<file path="src/rtl/imm_decode_stage.sv">
// imm_decode_stage -- decode-stage immediate sequencer for the pipelined RV32I core.
//
// Accepts instruction words over a valid/ready handshake and decodes the opcode
// into a one-hot EXTOp. In the same cycle it slices out the immediate fields.
// S1 registers the fields. The imm_extender (also in this file) turns them into a
// 32-bit immediate, which S2 registers for the execute stage. Both stages stall
// under backpressure, and a flush kills both of them.
//
// Optional build macro: IMM_TARGET_EN
//   When defined, S2 also registers out_target:
//     - pc + imm for B/J/U entries,
//     - pc for every other entry.
//   When undefined, the out_target port and its adder do not exist.
//
// Parameters:
//   PC_W          width of the pc carried with each instruction
//   DROP_ILLEGAL  1: illegal-opcode entries are consumed silently;
//                 0: they are forwarded with out_illegal=1
//
// Ports:
//   clk, rst                   clock, asynchronous active-high reset
//   in_valid/in_ready          instruction handshake
//   in_instr/in_pc             instruction word and its pc
//   flush                      synchronous kill of all in-flight entries
//   out_valid/out_ready        result handshake
//   out_imm, out_extop         extended immediate and the EXTOp used
//   out_illegal                opcode not recognised
//   out_pc, out_target         pc of the result, branch/jump target

// Combinational immediate extender driven by a one-hot EXTOp.
module imm_extender (
  input  logic [5:0]  i_extop,
  input  logic [4:0]  i_shamt,
  input  logic [11:0] i_iimm,
  input  logic [11:0] i_simm,
  input  logic [11:0] i_bimm,
  input  logic [19:0] i_uimm,
  input  logic [19:0] i_jimm,
  output logic [31:0] o_imm
);
  always_comb begin
    o_imm = '0;
    case (i_extop)
      6'b100000: o_imm = {27'b0, i_shamt};
      6'b010000: o_imm = {{20{i_iimm[11]}}, i_iimm};
      6'b001000: o_imm = {{20{i_simm[11]}}, i_simm};
      6'b000100: o_imm = {{19{i_bimm[11]}}, i_bimm, 1'b0};
      6'b000010: o_imm = {i_uimm, 12'b0};
      6'b000001: o_imm = {{11{i_jimm[19]}}, i_jimm, 1'b0};
      default:   o_imm = '0;
    endcase
  end
endmodule

module imm_decode_stage #(
  parameter int PC_W         = 32,
  parameter int DROP_ILLEGAL = 0
) (
  input  logic            clk,
  input  logic            rst,
  input  logic            in_valid,
  output logic            in_ready,
  input  logic [31:0]     in_instr,
  input  logic [PC_W-1:0] in_pc,
  input  logic            flush,
  output logic            out_valid,
  input  logic            out_ready,
  output logic [31:0]     out_imm,
  output logic [5:0]      out_extop,
  output logic            out_illegal,
  output logic [PC_W-1:0] out_pc
`ifdef IMM_TARGET_EN
  , output logic [PC_W-1:0] out_target
`endif
);

  localparam logic [5:0] EXT_SHAMT = 6'b100000;
  localparam logic [5:0] EXT_ITYPE = 6'b010000;
  localparam logic [5:0] EXT_STYPE = 6'b001000;
  localparam logic [5:0] EXT_BTYPE = 6'b000100;
  localparam logic [5:0] EXT_UTYPE = 6'b000010;
  localparam logic [5:0] EXT_JTYPE = 6'b000001;
  localparam logic [5:0] EXT_NONE  = 6'b000000;

  // Handshake / advance control
  logic w_s2_adv;
  logic w_s1_adv;
  logic w_accept;
  logic w_s1_drop;

  // Decode of the incoming word
  logic [5:0] w_extop;
  logic       w_illegal;

  // S1 registers
  logic            r_s1_valid;
  logic [5:0]      r_s1_extop;
  logic            r_s1_illegal;
  logic [PC_W-1:0] r_s1_pc;
  logic [4:0]      r_s1_shamt;
  logic [11:0]     r_s1_iimm;
  logic [11:0]     r_s1_simm;
  logic [11:0]     r_s1_bimm;
  logic [19:0]     r_s1_uimm;
  logic [19:0]     r_s1_jimm;

  // S2 registers
  logic            r_s2_valid;
  logic [31:0]     r_s2_imm;
  logic [5:0]      r_s2_extop;
  logic            r_s2_illegal;
  logic [PC_W-1:0] r_s2_pc;

  logic [31:0] w_imm;

  assign w_s2_adv = !r_s2_valid || out_ready;
  assign w_s1_adv = !r_s1_valid || w_s2_adv;
  assign in_ready = w_s1_adv;
  assign w_accept = in_valid && w_s1_adv;
  assign w_s1_drop = (DROP_ILLEGAL != 0) && r_s1_illegal;

  always_comb begin
    w_extop   = EXT_NONE;
    w_illegal = 1'b0;
    case (in_instr[6:0])
      7'b0010011: w_extop = (in_instr[13:12] == 2'b01) ? EXT_SHAMT : EXT_ITYPE;
      7'b0000011,
      7'b1100111: w_extop = EXT_ITYPE;
      7'b0100011: w_extop = EXT_STYPE;
      7'b1100011: w_extop = EXT_BTYPE;
      7'b0110111,
      7'b0010111: w_extop = EXT_UTYPE;
      7'b1101111: w_extop = EXT_JTYPE;
      7'b0110011: w_extop = EXT_NONE;
      default:    w_illegal = 1'b1;
    endcase
  end

  // ---- S1: decode / field capture ----
  always_ff @(posedge clk or posedge rst) begin
    if (rst) begin
      r_s1_valid   <= 1'b0;
      r_s1_extop   <= '0;
      r_s1_illegal <= 1'b0;
      r_s1_pc      <= '0;
      r_s1_shamt   <= '0;
      r_s1_iimm    <= '0;
      r_s1_simm    <= '0;
      r_s1_bimm    <= '0;
      r_s1_uimm    <= '0;
      r_s1_jimm    <= '0;
    end else begin
      if (flush)
        r_s1_valid <= 1'b0;
      else if (w_s1_adv)
        r_s1_valid <= in_valid;
      if (w_accept) begin
        r_s1_extop   <= w_extop;
        r_s1_illegal <= w_illegal;
        r_s1_pc      <= in_pc;
        r_s1_shamt   <= in_instr[24:20];
        r_s1_iimm    <= in_instr[31:20];
        r_s1_simm    <= {in_instr[31:25], in_instr[11:7]};
        r_s1_bimm    <= {in_instr[31], in_instr[7], in_instr[30:25], in_instr[11:8]};
        r_s1_uimm    <= in_instr[31:12];
        r_s1_jimm    <= {in_instr[31], in_instr[19:12], in_instr[20], in_instr[30:21]};
      end
    end
  end

  imm_extender u_ext (
    .i_extop (r_s1_extop),
    .i_shamt (r_s1_shamt),
    .i_iimm  (r_s1_iimm),
    .i_simm  (r_s1_simm),
    .i_bimm  (r_s1_bimm),
    .i_uimm  (r_s1_uimm),
    .i_jimm  (r_s1_jimm),
    .o_imm   (w_imm)
  );

  // ---- S2: extended-immediate register ----
  always_ff @(posedge clk or posedge rst) begin
    if (rst) begin
      r_s2_valid   <= 1'b0;
      r_s2_imm     <= '0;
      r_s2_extop   <= '0;
      r_s2_illegal <= 1'b0;
      r_s2_pc      <= '0;
    end else begin
      if (flush)
        r_s2_valid <= 1'b0;
      else if (w_s2_adv)
        r_s2_valid <= r_s1_valid && !w_s1_drop;
      if (w_s2_adv && r_s1_valid) begin
        r_s2_imm     <= w_imm;
        r_s2_extop   <= r_s1_extop;
        r_s2_illegal <= r_s1_illegal;
        r_s2_pc      <= r_s1_pc;
      end
    end
  end

`ifdef IMM_TARGET_EN
  logic [PC_W-1:0] r_s2_target;
  logic [PC_W-1:0] w_target;
  // The immediate is sign-extended or truncated to the pc width; the add wraps.
  always_comb begin
    w_target = r_s1_pc;
    if (r_s1_extop == EXT_BTYPE || r_s1_extop == EXT_JTYPE || r_s1_extop == EXT_UTYPE)
      w_target = r_s1_pc + PC_W'($signed(w_imm));
  end

  always_ff @(posedge clk or posedge rst) begin
    if (rst)
      r_s2_target <= '0;
    else if (w_s2_adv && r_s1_valid)
      r_s2_target <= w_target;
  end
  assign out_target = r_s2_target;
`endif

  assign out_valid   = r_s2_valid;
  assign out_imm     = r_s2_imm;
  assign out_extop   = r_s2_extop;
  assign out_illegal = r_s2_illegal;
  assign out_pc      = r_s2_pc;

endmodule

</file>
<file path="config.mk">
export PLATFORM = sky130hd
export DESIGN_NAME = imm_decode_stage
export DESIGN_NICKNAME = d
export VERILOG_FILES = /design/src/rtl/imm_decode_stage.sv
export SDC_FILE = /design/constraint.sdc
export NUM_CORES = 1
export LEC_CHECK = 0
export BUFFER_PORTS_ARGS = -buffer_cell sky130_fd_sc_hd__buf_2
export CORE_UTILIZATION = 57
export CTS_CLUSTER_DIAMETER = 120
export DETAILED_ROUTE_END_ITERATION = 10
export GPL_TIMING_DRIVEN = 0
export PLACE_DENSITY = 0.82
export SYNTH_ARGS = -nofsm -noshare
export SYNTH_HDL_FRONTEND = slang
export SYNTH_SLANG_ARGS = --single-unit
</file>
<file path="constraint.sdc">
create_clock -name clk -period 13.15 [get_ports clk]
set_input_delay 2.63 -clock clk [delete_from_list [all_inputs] [get_ports clk]]
set_output_delay 2.63 -clock clk [all_outputs]
set_load 0.01 [all_outputs]
</file>
## Word-level counts from Yosys, hierarchy flattened

Cells that the tools add are included.

| operators by class | value |
|---|---|
| magnitude comparators | 0 |
| divide/modulo/power cells | 0 |
| bitwise gates (word level) | 0 |
| reductions and logical operators | 11 |
| $add $sub $neg | 0 |
| equality and inequality tests | 16 |
| shift operators | 0 |
| $mul | 0 |
| mux-type cells | 8 |

Operators with widths:

| operator | count |
|---|---|
| 32-bit case mux with 6 select lines | 1 |
| 6-bit case mux with 6 select lines | 1 |
| 7-bit by 6-bit equality test with 1-bit output (second input constant) | 3 |
| 7-bit equality test (second input constant) | 3 |
| 7-bit by 5-bit equality test with 1-bit output (second input constant) | 2 |
| 9-bit OR reduction | 1 |
| 7-bit by 2-bit equality test with 1-bit output (second input constant) | 1 |
| 6-bit by 1-bit equality test with 1-bit output (second input constant) | 1 |
| 6-bit by 2-bit equality test with 1-bit output (second input constant) | 1 |
| 6-bit by 3-bit equality test with 1-bit output (second input constant) | 1 |
| 6-bit by 4-bit equality test with 1-bit output (second input constant) | 1 |
| 6-bit by 5-bit equality test with 1-bit output (second input constant) | 1 |
| 6-bit equality test (second input constant) | 1 |
| 6-bit 2-to-1 mux | 1 |
| 1-bit 2-to-1 mux | 5 |
| 2-bit nonzero test | 2 |
| 2-bit OR reduction | 2 |
| 2-bit by 1-bit equality test with 1-bit output (second input constant) | 1 |
| 1-bit logical AND | 2 |
| 1-bit zero test | 2 |
| 1-bit logical OR | 2 |

| storage, ports and cells | value |
|---|---|
| RAM bits | 0 |
| bits in registers | 193 |
| ROM bits | 0 |
| memories kept | 0 |
| word-level logic and storage cells | 50 |
| bits in latches | 0 |

## Logic depth before layout (Yosys ltp)

Gate-level depths: netlist (run 1).

| depth | value |
|---|---|
| depth in word-level cells | 5 |
| depth in mapped cells | 7 |
| mapped depth without buffers | 4 |

## Cells and area by module

From an unflattened synthesis (run 1), not the netlist that was laid out.

| second synthesis, totals | value |
|---|---|
| cells, all modules | 468 |
| area, all modules | 6,248.5 µm² |

Modules (own cells, without submodules):

| module | instances | cells an instance | area an instance (µm²) | sequential area each (µm²) |
|---|---|---|---|---|
| imm_decode_stage | 1 | 319 | 5,235.0 | 3,428.3 |
| imm_extender | 1 | 149 | 1,013.5 | 0.0 |

## Least setup slack after synthesis (run 1)

OpenSTA, ideal clock, no wires.

| timing path | value |
|---|---|
| path kind | input-to-output |
| start | input out_ready |
| end | output in_ready |
| stages | 1 |
| slack | 7.667 ns |
| arrival time | 2.853 ns |
| data required time | 10.520 ns |
| path buffers | 0 |
| cells stage by stage | nand3b_1 |

| on the way | value |
|---|---|
| longest elaborated chain between the ends | 2 |

RTL lines:

| item | RTL line | source |
|---|---|---|
| start, declared | 67 | `input logic out_ready,` |
| 1-bit logical OR | 116 | `assign w_s2_adv = !r_s2_valid \|\| out_ready;` |
| 1-bit logical OR | 117 | `assign w_s1_adv = !r_s1_valid \|\| w_s2_adv;` |
| end, declared | 62 | `output logic in_ready,` |

Every way passes these cells.

## Worst setup path after layout (run 1)

Ends and elaborated chain as after synthesis.

==> out/qor.txt, run 1 <==
Detailed Place HPWL: 9550 µm
TritonCTS clock tree: built
Syn Nets: 675
Top-Level Pins: 142
Clk_lat worst skew: 0.53 ns
Vias per cell: 5.28
Critical Path RT: 10.52 ns
Resize count post-CTS: 0
Reg-to-reg setup timing slack: 11.25 ns
Status: complete, no violations
GPL Wtd Cong: 0.802
Iteration-0 DRC Markers: 233
Mean post-synth cell area: 9.45 µm²
Syn-to-layout area delta: 26.2%
Largest net degree at the start of global routing: 86
Remaining antenna violation count: 0
CTS clk-pin slew, worst paths: 0.06 ns
Vias in the first global route: 4,625
LEAKAGE: 3.89 nW
Power Dens Cells: 147 nW/µm²
Yosys top cell by area: dfrtp_1
R2R cell count: 7
Crit-path leading delay family: buffers and inverters
Layout cells sized above 1: 0.272
Maximum vdd drop: 0.0761 mV
Slowest CP cell: nand3b_1
DIE AREA: 10,500 µm²
Crit path max fanout: 4
Root buf cell: clkbuf_8
Fin nets: 836
Post-Syn Instances: 606
Hold depth: 2
Setup crit start kind: input pin
Total congestion overflow: 0
Crit. End Element: output port
Top cell type's share of synthesized area: 0.599
Setup TNS Final: 0 ns
Peak Freq: 0.174 GHz
First-pass GRT wire length: 22,300 µm
Die height: 102 µm
# DRC: 0
Clk buf depth: 2
CTS HTree Levels: 4
Setup Fix Bufs, Post-CTS: 0
Clock sink count: 137
Worst slew margin: 0.554
CTS Buf Count: 17
CP endpoint: in_ready
FF-to-FF End: r_s1_shamt[3]$_DFFE_PP0P_
Post-synth ARST share: 1.00
Initial antenna violation count: 0
RSZ-0062 raised after global routing: no
Cells along the critical path: buf_2 -> nand3b_1 -> buf_2
WL final: 14,000 µm
Synth warn: 0
Minimum clock period: 5.76 ns
Register area share after synthesis: 0.599
Final setup viols: 0
Reg2Reg Launch Point: out_valid$_DFFE_PP0P_
Fin worst setup slack: 7.39 ns
Distinct cells, synth: 45
Worst min-delay path category: flip-flop to flip-flop
Site row count: 36
Buffers on Ports: 141
Number of synthesized flops with an enable pin: 0
Fin. max-slew vios: 0
Core area: 9770 µm²
Post-synthesis cell area: 5730 µm²
Cts hold-fix bufs: 0
Max_cap viols: 0
Global Route Usage Sum: 0.286
#FFs+latches synth: 137
Critical path depth: 3
CP arrival: 3.13 ns
Die X-Extent: 102 µm
Crit-path most repeated cell: buf_2
Clk_skew: 0.00844 ns
CP Launch Point: out_ready
Tcrit/Tclk final: 0.438
DP Worst Slack: 7.40 ns
Initial cell density of the core: 0.586
Slew @ Worst Pin: 0.659 ns
Crit Path Category: input pin to output port
Vias: 4,817
Routed wire length per instance: 15.3 µm
Drt first pass iters: 5
Max stage delay on crit path: 0.21 ns
Prevailing post-synth register cell: dfrtp_1
Final hold violation count: 0
Bufs and invs on worst path: 2
Top post-synthesis cells by area: dfrtp_1 60%, nand2_1 20%, a2bb2oi_1 1.7%, o21ai_1 1.7%, o21ai_2 1.5%
ANT cells: 0
-- synthesized netlist by cell type (all sizes together), types with 3 or more instances --
| library cell | instances |
|---|---|
| nor4b | 5 |
| dfrtp | 137 |
| a22oi | 4 |
| a21oi | 11 |
| o21ai | 31 |
| nand2b | 4 |
| clkbuf | 18 |
| nand2 | 305 |
| inv | 3 |
| buf | 18 |
| a32o | 7 |
| xor2 | 3 |
| mux2 | 9 |
| a2bb2oi | 11 |
| nor2 | 5 |
| nand3 | 4 |
| and2 | 3 |
| nor3 | 6 |
| nand3b | 3 |
-- worst min-delay path by stage --
stage / slack (ns) / end / startpoint
floorplan: 0.44 / out_illegal$_DFFE_PP0P_ / r_s1_illegal$_DFFE_PP0P_
global placement: 0.45 / out_pc[0]$_DFFE_PP0P_ / r_s1_pc[0]$_DFFE_PP0P_
detailed placement: 0.46 / out_pc[0]$_DFFE_PP0P_ / r_s1_pc[0]$_DFFE_PP0P_
CTS: 0.47 / out_pc[19]$_DFFE_PP0P_ / r_s1_pc[19]$_DFFE_PP0P_
global route: 0.49 / out_pc[12]$_DFFE_PP0P_ / r_s1_pc[12]$_DFFE_PP0P_
finish: 0.47 / out_pc[14]$_DFFE_PP0P_ / r_s1_pc[14]$_DFFE_PP0P_
-- power by group --
part           leakage [nW]  internal [mW]  switching (mW)
Clock                 0.287          0.300           0.171
Combinational          1.84         0.0432          0.0690
Sequential             1.76          0.457          0.0225
Total                  3.89          0.800           0.263
-- flip-flops by register name (all words and copies together) (netlist names), 5 cells and up --
signal,flops
r_s1_simm,5
out_imm,32
r_s1_extop,6
out_pc,32
out_extop,6
r_s1_pc,32
r_s1_uimm,8
r_s1_iimm,8
-- tightest hold or removal path, stage by stage, from the launching register on --
cell	delay (ns)
dfrtp_1	0.34
nand2_1	0.05
nand2_1	0.05
-- cell families after synthesis --
group | synth area share
simple gates | 0.245
flops | 0.599
compound gates | 0.0968
buf+inv | 0.0334
mux | 0.0177
xor+xnor | 0.00874
-- metrics by stage --
stage	cell area [µm²]	hold slack, ns	utilization	total power, mW	instances
2_1_floorplan	5730	0.439	-	0.546	606
3_5_place_dp	6630	0.456	0.678	0.598	881
3_3_place_gp	6600	0.448	0.675	0.592	880
6_report	7220	0.465	0.739	1.06	913
5_1_grt	7220	0.488	0.739	1.10	913
4_1_cts	7220	0.469	0.739	1.07	913
-- per-layer routing --
| metal | part of all wire | routed length, µm | vias up | GRT usage |
|---|---|---|---|---|
| met5 | 0 | 0 | - | 0 |
| met2 | 0.50 | 6920 | 183 | 0.446 |
| met1 | 0.42 | 5910 | 2301 | 0.376 |
| met3 | 0.056 | 782 | 35 | 0.0746 |
| met4 | 0.026 | 362 | 0 | 0.141 |
| li1 | - | - | 2298 | - |
-- layout make-up --
cell class	instances	area (µm²)
clock inverters	6	85.1
repair buffers	142	733
inverters	3	16.3
clock buffers	26	508
flip-flops and latches	137	3430
well taps	133	166
multi-input cells	430	2110
fillers	715	2550
plain buffers	36	180
-- placed cells by master, fill, tap and decap left out, types with 3 or more instances in the layout --
master     Yosys  routed
a2bb2oi_1     11      11
nor2_1         5       5
buf_6          4       4
nand3_1        4       4
buf_2          9     150
o21ai_1       19      19
o21ai_2       10      10
nor4b_1        3       3
buf_1          4       4
dfrtp_1      137     137
mux2_2         5       5
a32o_1         7       7
nand2_1      305     305
nand3b_1       3       3
nor3_1         5       5
clkbuf_16      0      16
a22oi_1        4       4
nand2b_1       4       4
clkbuf_8       0       7
a21oi_1       11      11
mux2_1         4       4
and2_1         3       3
clkbuf_1      18      21
Note: power is estimated with default switching activity, not from simulation.
==> run 2: changes to the inputs <==
--- a/config.mk
+++ b/config.mk
@@ -6,11 +6,11 @@
 export NUM_CORES = 1
 export LEC_CHECK = 0
 export BUFFER_PORTS_ARGS = -buffer_cell sky130_fd_sc_hd__buf_2
-export CORE_UTILIZATION = 57
+export CORE_UTILIZATION = 53
 export CTS_CLUSTER_DIAMETER = 120
 export DETAILED_ROUTE_END_ITERATION = 10
 export GPL_TIMING_DRIVEN = 0
-export PLACE_DENSITY = 0.82
+export PLACE_DENSITY = 0.76
 export SYNTH_ARGS = -nofsm -noshare
 export SYNTH_HDL_FRONTEND = slang
 export SYNTH_SLANG_ARGS = --single-unit
==> constraint.sdc (replaced) <==
create_clock -name clk -period 5.9 [get_ports clk]
set_input_delay 1.18 -clock clk [delete_from_list [all_inputs] [get_ports clk]]
set_output_delay 1.18 -clock clk [all_outputs]
set_load 0.01 [all_outputs]
==> run 2 against run 1 <==
Compared with the run above:
- non-clock buffer count is the same
- sequential share of layout area shrank 0.56 points
- cell count grew 0.33%
- sequential cell count is the same
- register-to-register slack lost 7.3 ns
- sequential power grew 120%
- critical path depth is the same
- core utilization shrank 3.7 points
- clock skew shrank 0.0029 ns
- clock power grew to 2.5 times the previous value
==> out/qor.txt, run 2 (synthesis gave the netlist of run 1 again) <==
Setup crit start kind: input pin
Reg-to-reg setup timing slack: 3.93 ns
Crit. End Element: output port
Setup TNS Final: 0 ns
ANT cells: 0
Area used by multi-input combinational logic: 2110 µm²
Worst min-delay path category: flip-flop to flip-flop
Max_cap viols: 0
Most frequent cells in the layout: 305 x nand2_1, 150 x buf_2, 137 x dfrtp_1
Die height: 106 µm
Vias: 4,818
TritonCTS clock tree: built
CTS Buf Count: 17
Max stage delay on crit path: 0.22 ns
GPL Wtd Cong: 0.808
Total congestion overflow: 0
Crit-path leading delay family: buffers and inverters
Fillers: 823
Core area: 10,400 µm²
Syn-to-layout area delta: 27.7%
Setup Fix Bufs, Post-CTS: 0
Initial cell density of the core: 0.550
Crit-path most repeated cell: buf_2
Crit path max fanout: 4
Dpl cells: 884
RSZ-0062 raised after global routing: no
Site row count: 37
Sequential cell area: 3430 µm²
Bufs and invs on worst path: 2
FF-to-FF End: r_s1_shamt[3]$_DFFE_PP0P_
Slew @ Worst Pin: 0.626 ns
Initial antenna violation count: 0
Layout Cells excl Fill: 916
HP Start: r_s1_pc[9]$_DFFE_PP0P_
Worst hold slack: 0.462 ns
Routed wire length per instance: 15.3 µm
Clk_lat worst skew: 0.52 ns
Drt first pass iters: 4
Peak Freq: 0.346 GHz
# DRC: 0
Remaining antenna violation count: 0
Clock sink count: 137
Die X-Extent: 106 µm
Final hold violation count: 0
Final Util: 0.702
Detailed Place HPWL: 9880 µm
Slowest CP cell: nand3b_1
Clk_skew: 0.00557 ns
Root buf cell: clkbuf_8
Power Dens Cells: 345 nW/µm²
Final setup viols: 0
Fin. max-slew vios: 0
Status: complete, no violations
Vias in the first global route: 4,853
Worst hold path endpoint: out_pc[9]$_DFFE_PP0P_
Highest metal used: met4
CP arrival: 1.71 ns
Top-Level Pins: 142
Hold depth: 2
Tcrit/Tclk final: 0.489
Minimum clock period: 2.89 ns
Cts hold-fix bufs: 0
Wl on met1: 6100 µm
WL final: 14,000 µm
Vias per cell: 5.26
Commonest non-fill, non-tap cell in the layout: nand2_1
Global Route Usage Sum: 0.270
DIE AREA: 11,200 µm²
Critical Path RT: 4.72 ns
Layout cells sized above 1: 0.274
Iteration-0 DRC Markers: 288
Largest net degree at the start of global routing: 72
First-pass GRT wire length: 23,300 µm
CTS HTree Levels: 4
Reg2Reg Launch Point: r_s1_valid$_DFFE_PP0P_
Worst slew margin: 0.583
CTS clk-pin slew, worst paths: 0.06 ns
Maximum vdd drop: 0.186 mV
Buffers on Ports: 141
LEAKAGE: 3.92 nW
Met2 wire len: 6880 µm
Clk buf depth: 2
Fin nets: 836
Resize count post-CTS: 0
Met3 wire length: 835 µm
Cells along the critical path: buf_2 -> nand3b_1 -> buf_2
Crit Path Category: input pin to output port
R2R cell count: 7
==> run 2: changes by cell type in the layout (fill, tap and decap cells not counted), sizes merged <==
cell      before  now
bufinv         2    6
clkbuf        44   39
clkinvlp       2    3
==> run 2: area by class of cell <==
cell class                 instances  share of cell area
sequential                       137               0.469
multi-input combinational        430               0.288
timing repair buffer             142               0.100
clock buffer                      21              0.0628
clock inverter                    11              0.0296
buffer                            36              0.0246
tap                              136              0.0233
inverter                           3             0.00223
==> run 2: through the flow <==
| stage | setup WS, ns | power, mW | cell area, µm² |
|---|---|---|---|
| 2_1_floorplan | 1.05 | 1.22 | 5730 |
| 3_3_place_gp | -0.268 | 1.32 | 6600 |
| 3_5_place_dp | 3.06 | 1.33 | 6630 |
| 4_1_cts | 3.03 | 2.54 | 7310 |
| 5_1_grt | 3.01 | 2.62 | 7310 |
| 6_report | 3.01 | 2.52 | 7310 |
==> run 2: worst max path at each step <==
| stage | startpoint | endpoint | slack, ns | cells past startpoint |
|---|---|---|---|---|
| floorplan | rst | out_extop[0]$_DFFE_PP0P_ | 1.05 | 1 |
| global placement | rst | out_imm[30]$_DFFE_PP0P_ | -0.27 | 2 |
| detailed placement | out_ready | in_ready | 3.06 | 3 |
| CTS | out_ready | in_ready | 3.03 | 3 |
| global route | out_ready | in_ready | 3.01 | 3 |
| finish | out_ready | in_ready | 3.01 | 3 |
==> run 2: power by group <==
group	internal, mW	switching [mW]
combinational	0.0961	0.153
clock	0.806	0.395
sequential	1.02	0.0504
==> run 2: worst register-to-register path, cell delays in order, from the launching register on <==
cell and delay, ns:
dfrtp_1 0.41, nand3b_1 0.18, and2_1 0.15, clkbuf_1 0.36
buf_2 0.37, buf_2 0.28, nand2_1 0.09, nand2_1 0.07
==> run 2: metal layers <==
metal	vias to the layer above	GRT usage
met5	-	0
met4	0	0.0962
met3	22	0.0822
met2	148	0.431
met1	2346	0.350
li1	2302	-
